[src/rtl/cordic_polar_rect_iter.sv]
// Iterative CORDIC rotation: polar (mag, theta) to rectangular (x, y), one micro-rotation per
// clock, with valid/ready handshakes on both sides.
module cordic_polar_rect_iter #(
    parameter int unsigned ITERS  = 14,
    parameter int unsigned GAIN_K = 19899
) (
    input  logic        clk,
    input  logic        rst_n,
    input  logic        in_valid,
    output logic        in_ready,
    input  logic [15:0] mag_in,
    input  logic [15:0] theta_in,
    output logic        out_valid,
    input  logic        out_ready,
    output logic [15:0] x_out,
    output logic [15:0] y_out,
    output logic        busy
);

    typedef enum logic [1:0] {StIdle, StPre, StIter, StDone} state_e;

    state_e             r_state;
    state_e             w_state_d;
    logic        [14:0] r_mag;
    logic        [15:0] r_theta;
    logic signed [17:0] r_x;
    logic signed [17:0] r_y;
    logic signed [17:0] r_z;
    logic         [3:0] r_iter;
    logic        [15:0] r_x_out;
    logic        [15:0] r_y_out;

    logic        [31:0] w_prod;
    logic signed [17:0] w_x0;
    logic signed [17:0] w_fx;
    logic signed [17:0] w_fy;
    logic signed [17:0] w_fz;
    logic        [15:0] w_z16;
    logic signed [17:0] w_xs;
    logic signed [17:0] w_ys;
    logic signed [17:0] w_atan;
    logic signed [17:0] w_xn;
    logic signed [17:0] w_yn;
    logic signed [17:0] w_zn;
    logic               w_last;

    localparam logic signed [17:0] SatMax = 18'sd32767;
    localparam logic signed [17:0] SatMin = -18'sd32768;

    // atan(2^-i) in binary-angle units (2*pi == 65536)
    function automatic logic signed [17:0] atan_rom(input logic [3:0] idx);
        case (idx)
            4'd0:    atan_rom = 18'sd8192;
            4'd1:    atan_rom = 18'sd4836;
            4'd2:    atan_rom = 18'sd2555;
            4'd3:    atan_rom = 18'sd1297;
            4'd4:    atan_rom = 18'sd651;
            4'd5:    atan_rom = 18'sd326;
            4'd6:    atan_rom = 18'sd163;
            4'd7:    atan_rom = 18'sd81;
            4'd8:    atan_rom = 18'sd41;
            4'd9:    atan_rom = 18'sd20;
            4'd10:   atan_rom = 18'sd10;
            4'd11:   atan_rom = 18'sd5;
            4'd12:   atan_rom = 18'sd3;
            4'd13:   atan_rom = 18'sd1;
            4'd14:   atan_rom = 18'sd1;
            default: atan_rom = 18'sd0;
        endcase
    endfunction

    function automatic logic [15:0] sat16(input logic signed [17:0] v);
        if (v > SatMax) begin
            sat16 = 16'h7FFF;
        end else if (v < SatMin) begin
            sat16 = 16'h8000;
        end else begin
            sat16 = v[15:0];
        end
    endfunction

    // Gain pre-scale and quadrant fold so the residual angle fits the CORDIC convergence range
    always_comb begin
        w_prod = 32'(r_mag) * GAIN_K;
        w_x0   = $signed({1'b0, w_prod[31:15]});
        w_fx   = w_x0;
        w_fy   = '0;
        w_z16  = r_theta;
        case (r_theta[15:14])
            2'b01: begin
                w_fx  = '0;
                w_fy  = w_x0;
                w_z16 = r_theta - 16'h4000;
            end
            2'b10: begin
                w_fx  = '0;
                w_fy  = -w_x0;
                w_z16 = r_theta + 16'h4000;
            end
            default: ;
        endcase
        w_fz = {{2{w_z16[15]}}, w_z16};
    end

    always_comb begin
        w_xs   = r_x >>> r_iter;
        w_ys   = r_y >>> r_iter;
        w_atan = atan_rom(r_iter);
        if (r_z[17]) begin
            w_xn = r_x + w_ys;
            w_yn = r_y - w_xs;
            w_zn = r_z + w_atan;
        end else begin
            w_xn = r_x - w_ys;
            w_yn = r_y + w_xs;
            w_zn = r_z - w_atan;
        end
        w_last = (r_iter == 4'(ITERS - 1));
    end

    always_comb begin
        w_state_d = r_state;
        case (r_state)
            StIdle:  if (in_valid) w_state_d = StPre;
            StPre:   w_state_d = StIter;
            StIter:  if (w_last) w_state_d = StDone;
            StDone:  if (out_ready) w_state_d = StIdle;
            default: w_state_d = StIdle;
        endcase
        in_ready  = (r_state == StIdle);
        out_valid = (r_state == StDone);
        busy      = (r_state != StIdle);
    end

    always_ff @(posedge clk or negedge rst_n) begin
        if (!rst_n) begin
            r_state <= StIdle;
        end else begin
            r_state <= w_state_d;
        end
    end

    always_ff @(posedge clk or negedge rst_n) begin
        if (!rst_n) begin
            r_mag   <= '0;
            r_theta <= '0;
            r_x     <= '0;
            r_y     <= '0;
            r_z     <= '0;
            r_iter  <= '0;
            r_x_out <= '0;
            r_y_out <= '0;
        end else begin
            case (r_state)
                StIdle: begin
                    if (in_valid) begin
                        r_mag   <= mag_in[15] ? 15'd0 : mag_in[14:0];
                        r_theta <= theta_in;
                    end
                end
                StPre: begin
                    r_x    <= w_fx;
                    r_y    <= w_fy;
                    r_z    <= w_fz;
                    r_iter <= '0;
                end
                StIter: begin
                    r_x    <= w_xn;
                    r_y    <= w_yn;
                    r_z    <= w_zn;
                    r_iter <= r_iter + 4'd1;
                    if (w_last) begin
                        r_x_out <= sat16(w_xn);
                        r_y_out <= sat16(w_yn);
                    end
                end
                default: ;
            endcase
        end
    end

    assign x_out = r_x_out;
    assign y_out = r_y_out;

endmodule

[config.mk]
export PLATFORM = sky130hd
export DESIGN_NAME = cordic_polar_rect_iter
export DESIGN_NICKNAME = d
export VERILOG_FILES = /design/src/rtl/cordic_polar_rect_iter.sv
export SDC_FILE = /design/constraint.sdc
export NUM_CORES = 1
export LEC_CHECK = 0
export ABC_AREA = 1
export CAP_MARGIN = 15
export CORE_MARGIN = 4
export CORE_UTILIZATION = 57
export CTS_CLUSTER_SIZE = 10
export DETAILED_ROUTE_END_ITERATION = 6
export PLACE_DENSITY = 0.87
export SLEW_MARGIN = 0
export SYNTH_ARGS = -nofsm -noshare
export SYNTH_HDL_FRONTEND = slang
export SYNTH_SLANG_ARGS = --single-unit
[constraint.sdc]
create_clock -name clk -period 6 [get_ports clk]
set_input_delay 1.5 -clock clk [delete_from_list [all_inputs] [get_ports clk]]
set_output_delay 1.5 -clock clk [all_outputs]
set_load 0.005 [all_outputs]
Word level (Yosys, flattened, before mapping):

Memory sizes are Yosys's and may differ from the RTL's.
Cells that the tools add are included.
W data, S select, Z words.

* memories: 1
* memory bits (read-only): 224
* register bits after elaboration: 123
* word-level logic and storage cells: 62
* input port bits: 36
* output and inout bits: 35

Memory list
* (no name shown): depth 16, bits a word 14, rd ports 1, clocked after Yosys merged registers in 0, wr ports 0, RTL line 52 `case (idx)`

* reduce and logical (&&, ||, !) cells: 7
* shifts and indexed selects: 2
* mux-type cells: 19
* magnitude comparators: 4
* eq/ne operators: 9
* $add $sub $neg: 10
* $mul: 1

Operators with widths (count)
* $pmux W18 S2: 4
* $mux W16: 4
* $add A18 B18 Y18: 3
* $mux W18: 3
* $sub A18 B18 Y18: 3
* $gt A18 B16 Y1 const B: 2
* $lt A18 B16 Y1 const B: 2
* $sshr A18 B4 Y18: 2
* $pmux W16 S2: 1
* $mul A15 B15 Y30 const B: 1
* $mux W15: 2
* $neg A15 Y18: 1
* $add A16 B15 Y16 const B: 1
* $sub A16 B15 Y16 const B: 1
* $pmux W2 S4: 1
* $pmux W4 S2: 1
* $eq A2 B2 Y1 const B: 3
* $mux W2: 3
* $add A4 B1 Y4 const B: 1
* $eq A2 B1 Y1 const B: 2
* $eq A4 B4 Y1 const B: 1
* $ne A2 B2 Y1 const B: 2
* $reduce_and A2 Y1: 2
* $reduce_bool A2 Y1: 2
* other kinds (4): 4

Longest topological paths before layout:

Gate-level depths: netlist of run 1.

* depth after elaboration: 6
* gate-level depth with buffers: 33
* gate-level depth less buffers: 32

Worst setup path after synthesis of run 1:

No wires, ideal clock.

* path type: reg2reg
* from: register r_mag[7]
* to: register r_y[14]
* buffers on the path: 0
* arrival time: 5.744 ns
* clock period less this slack: 5.861 ns
* stages on the path, launching flop included: 32
* setup time: 0.117 ns
* slack: 0.139 ns
* required time: 5.883 ns
* path through: dfrtp_1 -> inv_1 -> fa_1 -> fa_1 -> inv_1 -> fa_1 -> inv_1 -> fa_1 -> inv_1 -> fa_1 -> inv_1 -> fa_1 -> inv_1 -> ha_1 -> nand2_1 -> nor2_1 -> inv_1 -> nor3_1 -> nand2_1 -> nand2_1 -> nand2_1 -> nand2_1 -> ha_1 -> nand2_1 -> nor2_1 -> inv_1 -> nor2_1 -> nand4_1 -> nand3_1 -> nand2_1 -> nand2_1 -> nand2_1

* cells in the longest elaborated chain, start to end: 4

RTL lines
* start: declaration: RTL line 24 `logic [14:0] r_mag;`
* start signal: assignment: RTL line 157 `r_mag <= mag_in[15] ? 15'd0 : mag_in[14:0];`
* $mul A15 B15 Y30 (*): RTL line 84 `w_prod = 32'(r_mag) * GAIN_K;`
* $neg A15 Y18: RTL line 97 `w_fy = -w_x0;`
* $pmux W18 S2 (*): RTL line 89 `case (r_theta[15:14])`
* $pmux W18 S2 (*): RTL line 154 `case (r_state)`
* end signal: assignment: RTL line 163 `r_y <= w_fy;`
* end signal: assignment: RTL line 169 `r_y <= w_yn;`
* end: declaration: RTL line 27 `logic signed [17:0] r_y;`

Mark *: on every way between the ends. The rest lies on a longest branch, timed or not.
A chain may end at the register's enable or synchronous reset.

Worst setup path in the final report of run 1:

* from: register r_mag[10]
* to: register r_y[8]

The elaborated chain is that of the path after synthesis.

==> impl_summary.md, run 1 <==
Global routing
Entering global routing, the biggest net connects 58 pins. The number of antenna violations at the first check in global routing came to 0. The via count of the first global-routing pass is 15.9k. For this run, the total global-route usage over all layers was measured as 31.8%.

The first global-routing pass estimated 79.7 mm of wire. For this run the aggregate overflow at the end of global routing stands at 0.

Clocking
Counting every sink on the clock net gives 123. The count of hold-fix buffers inserted at cts is 0. The clock reaches the later pin of the worst-skew pair after 0.44 ns. The clock root buffer master is clkbuf_16. TritonCTS built the clock tree. The H-tree was split into 4 levels. The clock transition at the register clock pins on the worst setup and hold paths after CTS is 0.07 ns. TritonCTS created 17 clock buffers. The clock passes through at most 2 buffers.

Run status
The flow ran to the end, and the final reports show no timing, DRC or antenna violations.

Die
The die width is 176 µm. In this run the core area contains 61 standard-cell rows. Once the floorplan was initialized, standard cells occupied 57.9% of the core. The overall die height is 176 µm. The die covers a little over 30,000 µm². After floorplanning, the core was sized to cover 27,800 µm². The number of top-level pins is 71.

STA
For the pin with the worst max-slew slack, the measured transition is ~1.1 ns. The tightest slew margin relative to the limit is 24.2%. The number of max-slew violations in the final report is 0. The worst path uses just under 100% of the clock period. The final-report hold violation count is 0.

The top achievable clock speed is 172 MHz. The number of endpoints failing setup at the final stage is 0. The final worst-path setup slack is 0.173 ns. Counting I/O delays and the setup requirement, the final critical path takes 5.83 ns.

For the final database, setup skew stands at 0.0136 ns.

Routing
After detailed routing, the total wire length is 49.7 mm. The wire length per cell is about 18 µm. The routed design uses around 23 mm of met2 wire. The detail-routed via count per cell is 5.73. The count of unresolved DRC violations after routing is 0. The met1 wire length is approximately 21 mm.

For this block, the via count after detailed routing is roughly 16k. The first detailed-routing pass ran for 6 iterations. The count of nets left with antenna violations once routing finished came out at 0. The top routing layer in use is met4. After the first detailed-routing iteration, the DRC count stood at 1,484. The routed design uses 3.23 mm of met3 wire.

Worst hold path
The cell depth of the worst min-delay path is 2. The class of the tightest hold or removal check is register to register. The path with the worst hold slack has its endpoint at y_out[15]. The launch instance of the worst min-delay path is y_out[15].

Flow run
The max capacitance violation total is 0.

Worst setup path
The end of the worst register-to-register path is r_y[8]. The worst register-to-register path has a setup slack of 0.17 ns. The worst setup path category is register to register. The cell seen most often among critical-path stages is fa_1. For this design, the slowest cell found on the critical path is fa_1.

The delay of the slowest critical-path stage is between 0.5 and 0.6 ns. The worst register-to-register path begins at r_mag[10]. The data arrival time at the worst-slack endpoint is 6.17 ns.

The worst-path maximum fanout is 5. The kind of start point of the critical path is a register. At the worst endpoint, the required time is 6.34 ns. The critical path contains buffers and inverters numbering 6 combined.

The nature of the critical path endpoint is a register. The category of cells accounting for the largest share of critical-path delay is adder cells. The cell count of the worst reg-to-reg path is 25.

Place
The count of buffers added on input and output ports is 70. Routability-driven placement finished with a final weighted congestion of 1.01. The detailed placement HPWL is 39.0 mm. The post-placement setup slack is -0.157 ns.

The number of placed instances, taps included, is 2,756.

Synth
The portion of the post-synthesis area used by sequential elements is a little under a fifth. The synthesized design contains 0 enable-type register cells. The biggest area consumer among synthesized cells is dfrtp_1. The count of yosys warnings during synthesis is 0. Summed over its instances, the top area cell type makes up between 10% and 20% of the synthesized netlist area. The cell area after synthesis is around 16,000 µm². The dominant register cell in the synthesized netlist is dfrtp_1.

Counting distinct cell types in the post-synthesis netlist gives 53. After synthesis, the cell types taking the most area are dfrtp_1 19%, nand2_1 14%, ha_1 14%. After synthesis, the mean cell area works out to ~7.0 µm². After synthesis the netlist holds a flip-flop and latch count of about 120. The number of nets in the synthesized netlist is 2,594. Counting flops with an async set or reset pin after synthesis yields a share of 100%. The gate count after technology mapping is 2,288.

Cells and area
The net count of the finished layout is 2,719. The commonest non-fill, non-tap cell in the layout is nand2_1. The area growth from synthesis to final layout is 16.3%. The finished layout holds 2,803 standard cells, fillers aside. The share of layout cells above drive strength 1 is 12.2%. The antenna diode count is 0. Leaving out fill and tap cells, the most frequent cells in the layout are 583 x nand2_1, 318 x inv_1, 194 x nand3_1, 167 x ha_1, 134 x nor2_1.
==> cell families (layout without fill, tap and decap cells) <==
| group | Yosys count | in the layout | share of synthesized area [%] |
|---|---|---|---|
| XOR/XNOR | 84 | 84 | 4.58 |
| AND/OR/NAND/NOR | 1047 | 1047 | 27.6 |
| flip-flops | 123 | 123 | 19.1 |
| buffers and inverters | 410 | 547 | 10.4 |
| AO/OA/AOI/OAI | 354 | 354 | 12.9 |
| adder cells (fa/ha/maj) | 270 | 270 | 25.4 |
==> per-layer routing <==
layer / up-vias / track usage, %
met2: 690 / 53.2
met1: 7530 / 41.5
li1: 7676 / -
met4: 0 / 14.0
met3: 159 / 4.28
met5: - / 0
==> synthesized netlist by cell type, types with 5 or more instances <==
| master | instances |
|---|---|
| nor3_1 | 14 |
| o22ai_1 | 8 |
| o21ai_1 | 5 |
| o21ai_0 | 115 |
| clkbuf_1 | 29 |
| o221ai_1 | 15 |
| nand3_2 | 10 |
| o21bai_1 | 6 |
| or2_2 | 5 |
| a21oi_2 | 11 |
| inv_1 | 339 |
| nand2_1 | 610 |
| buf_2 | 16 |
| nand4_1 | 15 |
| nor2_2 | 6 |
| clkinv_1 | 5 |
| nand3b_1 | 9 |
| buf_4 | 5 |
| a21oi_1 | 128 |
| a21o_1 | 8 |
| nand3_1 | 198 |
| buf_6 | 8 |
| o31ai_1 | 5 |
| dfrtp_1 | 123 |
| fa_1 | 93 |
| ha_1 | 177 |
| nor2_1 | 154 |
| o211ai_1 | 16 |
| a31oi_1 | 13 |
| xnor2_1 | 18 |
| a21boi_0 | 5 |
| nand2_2 | 17 |
| xor2_1 | 66 |
==> registers in the layout (all words and copies together) (netlist names) <==
name and count:
y_out 16, r_x 18, r_z 18, r_mag 15, x_out 16, r_y 18
r_state 2, r_iter 4, r_theta 16
==> worst min-delay path, cell delays in order (launching register included) <==
cell	delay (ns)
dfrtp_1	0.34
nand2_1	0.05
o21ai_0	0.05
==> through the flow <==
| step | cell area, µm² | hold WS [ns] | setup TNS (ns) | util, % |
|---|---|---|---|---|
| after floorplan | 16100 | 0.449 | 0 | - |
| after global placement | 17500 | 0.464 | -0.0132 | 63.0 |
| after detailed placement | 17500 | 0.464 | -0.514 | 63.0 |
| after CTS | 18200 | 0.483 | 0 | 65.4 |
| after global routing | 18700 | 0.499 | -0.418 | 67.3 |
| final | 18700 | 0.481 | 0 | 67.3 |
==> final cells by class <==
type | instances | area [µm²]
multi-input combinational | 1755 | 11800
fill | 2343 | 9090
sequential | 123 | 3080
timing repair buffer | 169 | 1460
inverter | 347 | 1310
tap | 378 | 473
clock buffer | 19 | 453
clock inverter | 12 | 163
==> how the worst max path moves through the flow <==
stage                         start      end  slack (ns)  depth (start not counted)
final                     r_mag[10]   r_y[8]        0.17                         25
after global routing       r_mag[8]  r_y[11]       -0.06                         25
after CTS                 r_mag[10]  r_y[17]        0.01                         27
after detailed placement  r_mag[10]   r_y[6]       -0.16                         28
after global placement     r_mag[8]   r_y[6]       -0.01                         29
after floorplan            r_mag[7]  r_y[14]        0.14                         31
==> repair_timing <==
action | CTS | global route
gates cloned | 0 | 0
setup endpoints to repair | 13 | 16
pin swaps | 7 | 70
buffers inserted | 0 | 16
gates resized for setup | 14 | 123
Power of run 1 is left out: the tool's default activity adds up to more than one toggle a clock period on the data nets, which glitch-free logic cannot reach.
==> inputs of run 2 (changes only) <==
GPL_TIMING_DRIVEN = 0   (was unset)
==> impl_summary.md, run 2 (synthesis gave the netlist of run 1 again) <==
Worst setup path
The data arrival time at the worst-slack endpoint was 6.25 ns (+0.08 ns). The worst register-to-register path begins at r_mag[6]. The data required time at the worst endpoint is 6.28 ns (-0.06 ns). The worst-path maximum fanout is 4 (-1). The endpoint identified for the worst register-to-register timing path is r_y[5]. The cell count of the worst reg-to-reg path was 27 (+8.0%). The nature of the critical path endpoint is a register. The setup slack of the most critical reg-to-reg path came to 0.03 ns (-0.15 ns).

The worst setup path category is register to register. STA classifies the critical path startpoint as a register.

Place
The post-placement setup slack was -0.736 ns (-0.579 ns). The count of input and output buffers was 70 (unchanged). The detailed placement HPWL came to 43.5 mm (+12%). The final estimated routing congestion in global placement is 1.05 (+3.9%).

STA
The tightest slew margin relative to the limit is 20.4% (-3.8 points). The pin slew with the least headroom to its limit is 1.18 ns (+0.0466 ns). The final critical-path share of the clock period is 99.5% (+2.4 points). The number of endpoints failing setup at the final stage is 0 (unchanged). The final-report hold violation count is 0 (unchanged). The final worst-path setup slack is 0.0272 ns (-0.146 ns). The number of max-slew violations in the final report is 0 (unchanged). Setup repair after global routing could not meet its margin everywhere. The minimum clock period after layout was 5.97 ns (+0.146 ns). The top achievable clock speed is 167 MHz (-2.4%).

The setup skew after layout came to 0.0122 ns (-0.00133 ns).

Cells and area
The antenna diode count is 0 (unchanged). The largest registers in the layout are r_x (18), r_y (18), r_z (18). The commonest non-fill, non-tap cell in the layout is nand2_1. The net count of the finished layout is 2,728 (+0.33%). The share of layout cells above drive strength 1 is 11.7% (-0.50 points). The filler cell count is 2,399 (+2.4%). The library cells used most frequently in the layout, excluding fill and tap cells, are 580 x nand2_1, 318 x inv_1, 194 x nand3_1, 163 x ha_1, 137 x nor2_1. The area growth from synthesis to final layout is 16.7%.

Die
The die area is 31,000 µm² (unchanged). The core area is 27,800 µm² (unchanged). The overall die height was 176 µm (unchanged).

The number of cell rows is 61 (unchanged). The initial cell density of the core was 57.9% (unchanged). The number of top-level pins is 71 (unchanged). The die width was 176 µm (unchanged).

Global routing
The via count of the first global-routing pass is 16.4k (+3.4%). The global-route wire length before repair is 86.3 mm (+8.2%). The combined global-route utilization of all metal layers is 35.5% (+3.7 points). The number of antenna violations at the first check in global routing came to 0 (unchanged). The maximum number of pins on one net before global-route repair is 86 (+48%). The remaining global-route overflow is 0 (unchanged).

Worst hold path
The worst hold path belongs to the class register to register. The destination of the worst hold path is y_out[6]. In this run the most critical hold path is launched from y_out[6]. The cell depth of the worst min-delay path was 2 (unchanged).

Clocking
The clock transition at the register clock pins on the worst setup and hold paths after CTS is 0.07 ns (about the same). The number of CTS-inserted buffers came to 17 (unchanged). The count of hold-fix buffers inserted at cts was 0 (unchanged). The clock root buffer master is clkbuf_16. TritonCTS built the clock tree.

The latest clock arrival within the worst-skew pair is 0.44 ns (about the same). The maximum number of buffers from clock root to sink is 2 (unchanged). The number of levels the H-tree was split into is 4 (unchanged).

The TritonCTS sink count is 123 (unchanged).

Routing
The via count of the routed design is 16.6k (+3.2%). The overall routed net length was 56.0 mm (+13%). The detail-routed via count per cell is 5.89 (+2.9%).

The number of design-rule violations left by the first detailed-router iteration is 1,710 (+15%). The wire length per cell is 19.9 µm (+12%). The post-detailed-route count of antenna-violating nets came to 0 (unchanged). The first-pass iteration count of the detailed router came to 7 (+1). The count of unresolved DRC violations after routing was 2 (+2).

Run status
The final reports fail on DRC. The flow ran to the end, but the final reports show violations.

Flow run
The max capacitance violation total is 0 (unchanged).
==> run 2: changes by cell type in the layout (fill, tap and decap cells not counted), sizes merged <==
cell / change
clkinv: +1
clkbuf: +29
buf: -20
bufinv: -1
==> run 2: layer usage <==
layer,wire (µm),vias to the layer above,GRT usage (%)
met5,0,-,0
met4,3210,0,17.3
met3,4160,187,5.67
met2,25900,814,58.2
met1,22800,7885,46.0
li1,-,7680,-
==> run 2: how the worst max path moves through the flow <==
stage	from	to	cells past startpoint
finish	r_mag[6]	r_y[5]	27
global route	r_mag[6]	r_y[14]	31
CTS	r_mag[10]	r_y[15]	29
detailed placement	r_mag[7]	r_y[15]	28
global placement	rst_n	r_z[8]	1
floorplan	r_mag[7]	r_y[14]	31
==> run 2: per-stage QoR <==
step	hold slack (ns)	instance area (µm²)	setup TNS, ns	utilization, %	cells
finish	0.480	18800	0	67.5	2812
CTS	0.483	18200	0	65.7	2788
global placement	0.464	17200	-192.81	62.1	2736
floorplan	0.449	16100	0	-	2288
detailed placement	0.464	17300	-6.81	62.2	2737
global route	0.498	18800	-1.37	67.5	2812
==> run 2: timing repair <==
item                                    4_1_cts  5_1_grt
buffers inserted                             20       24
pin swaps                                    22       69
endpoints found under the hold margin         0        0
endpoints found under the setup margin       15       16
resized for setup                            68       96
==> run 2: area by class of cell <==
class,instances,area (µm²),area share [%]
Tap cell,378,473,2.52
Sequential cell,123,3090,16.5
Clock buffer,19,443,2.36
Multi-Input combinational cell,1755,11900,63.2
Timing Repair Buffer,115,1080,5.74
Clock inverter,12,138,0.734
Inverter,347,1320,7.04
Buffer,63,358,1.91
==> run 2: critical path, stage by stage, from the launching register on <==
cell      delay, ns
dfrtp_1        0.42
inv_2          0.12
fa_1           0.44
fa_1           0.55
inv_2          0.05
fa_1           0.49
inv_2          0.04
fa_1           0.52
inv_2          0.04
fa_1           0.49
inv_1          0.05
fa_1           0.49
inv_2          0.05
ha_4           0.33
nand2_4        0.08
inv_2          0.06
nand2_2        0.06
a21oi_2        0.19
nor2_1         0.09
nand2_1        0.13
nand2_2        0.09
nand2_4        0.11
nand4_1        0.18
buf_4          0.20
o21ai_0        0.22
o22ai_1        0.15
nand2_1        0.10
o211ai_1       0.08
Power of run 2 is left out for the same reason.
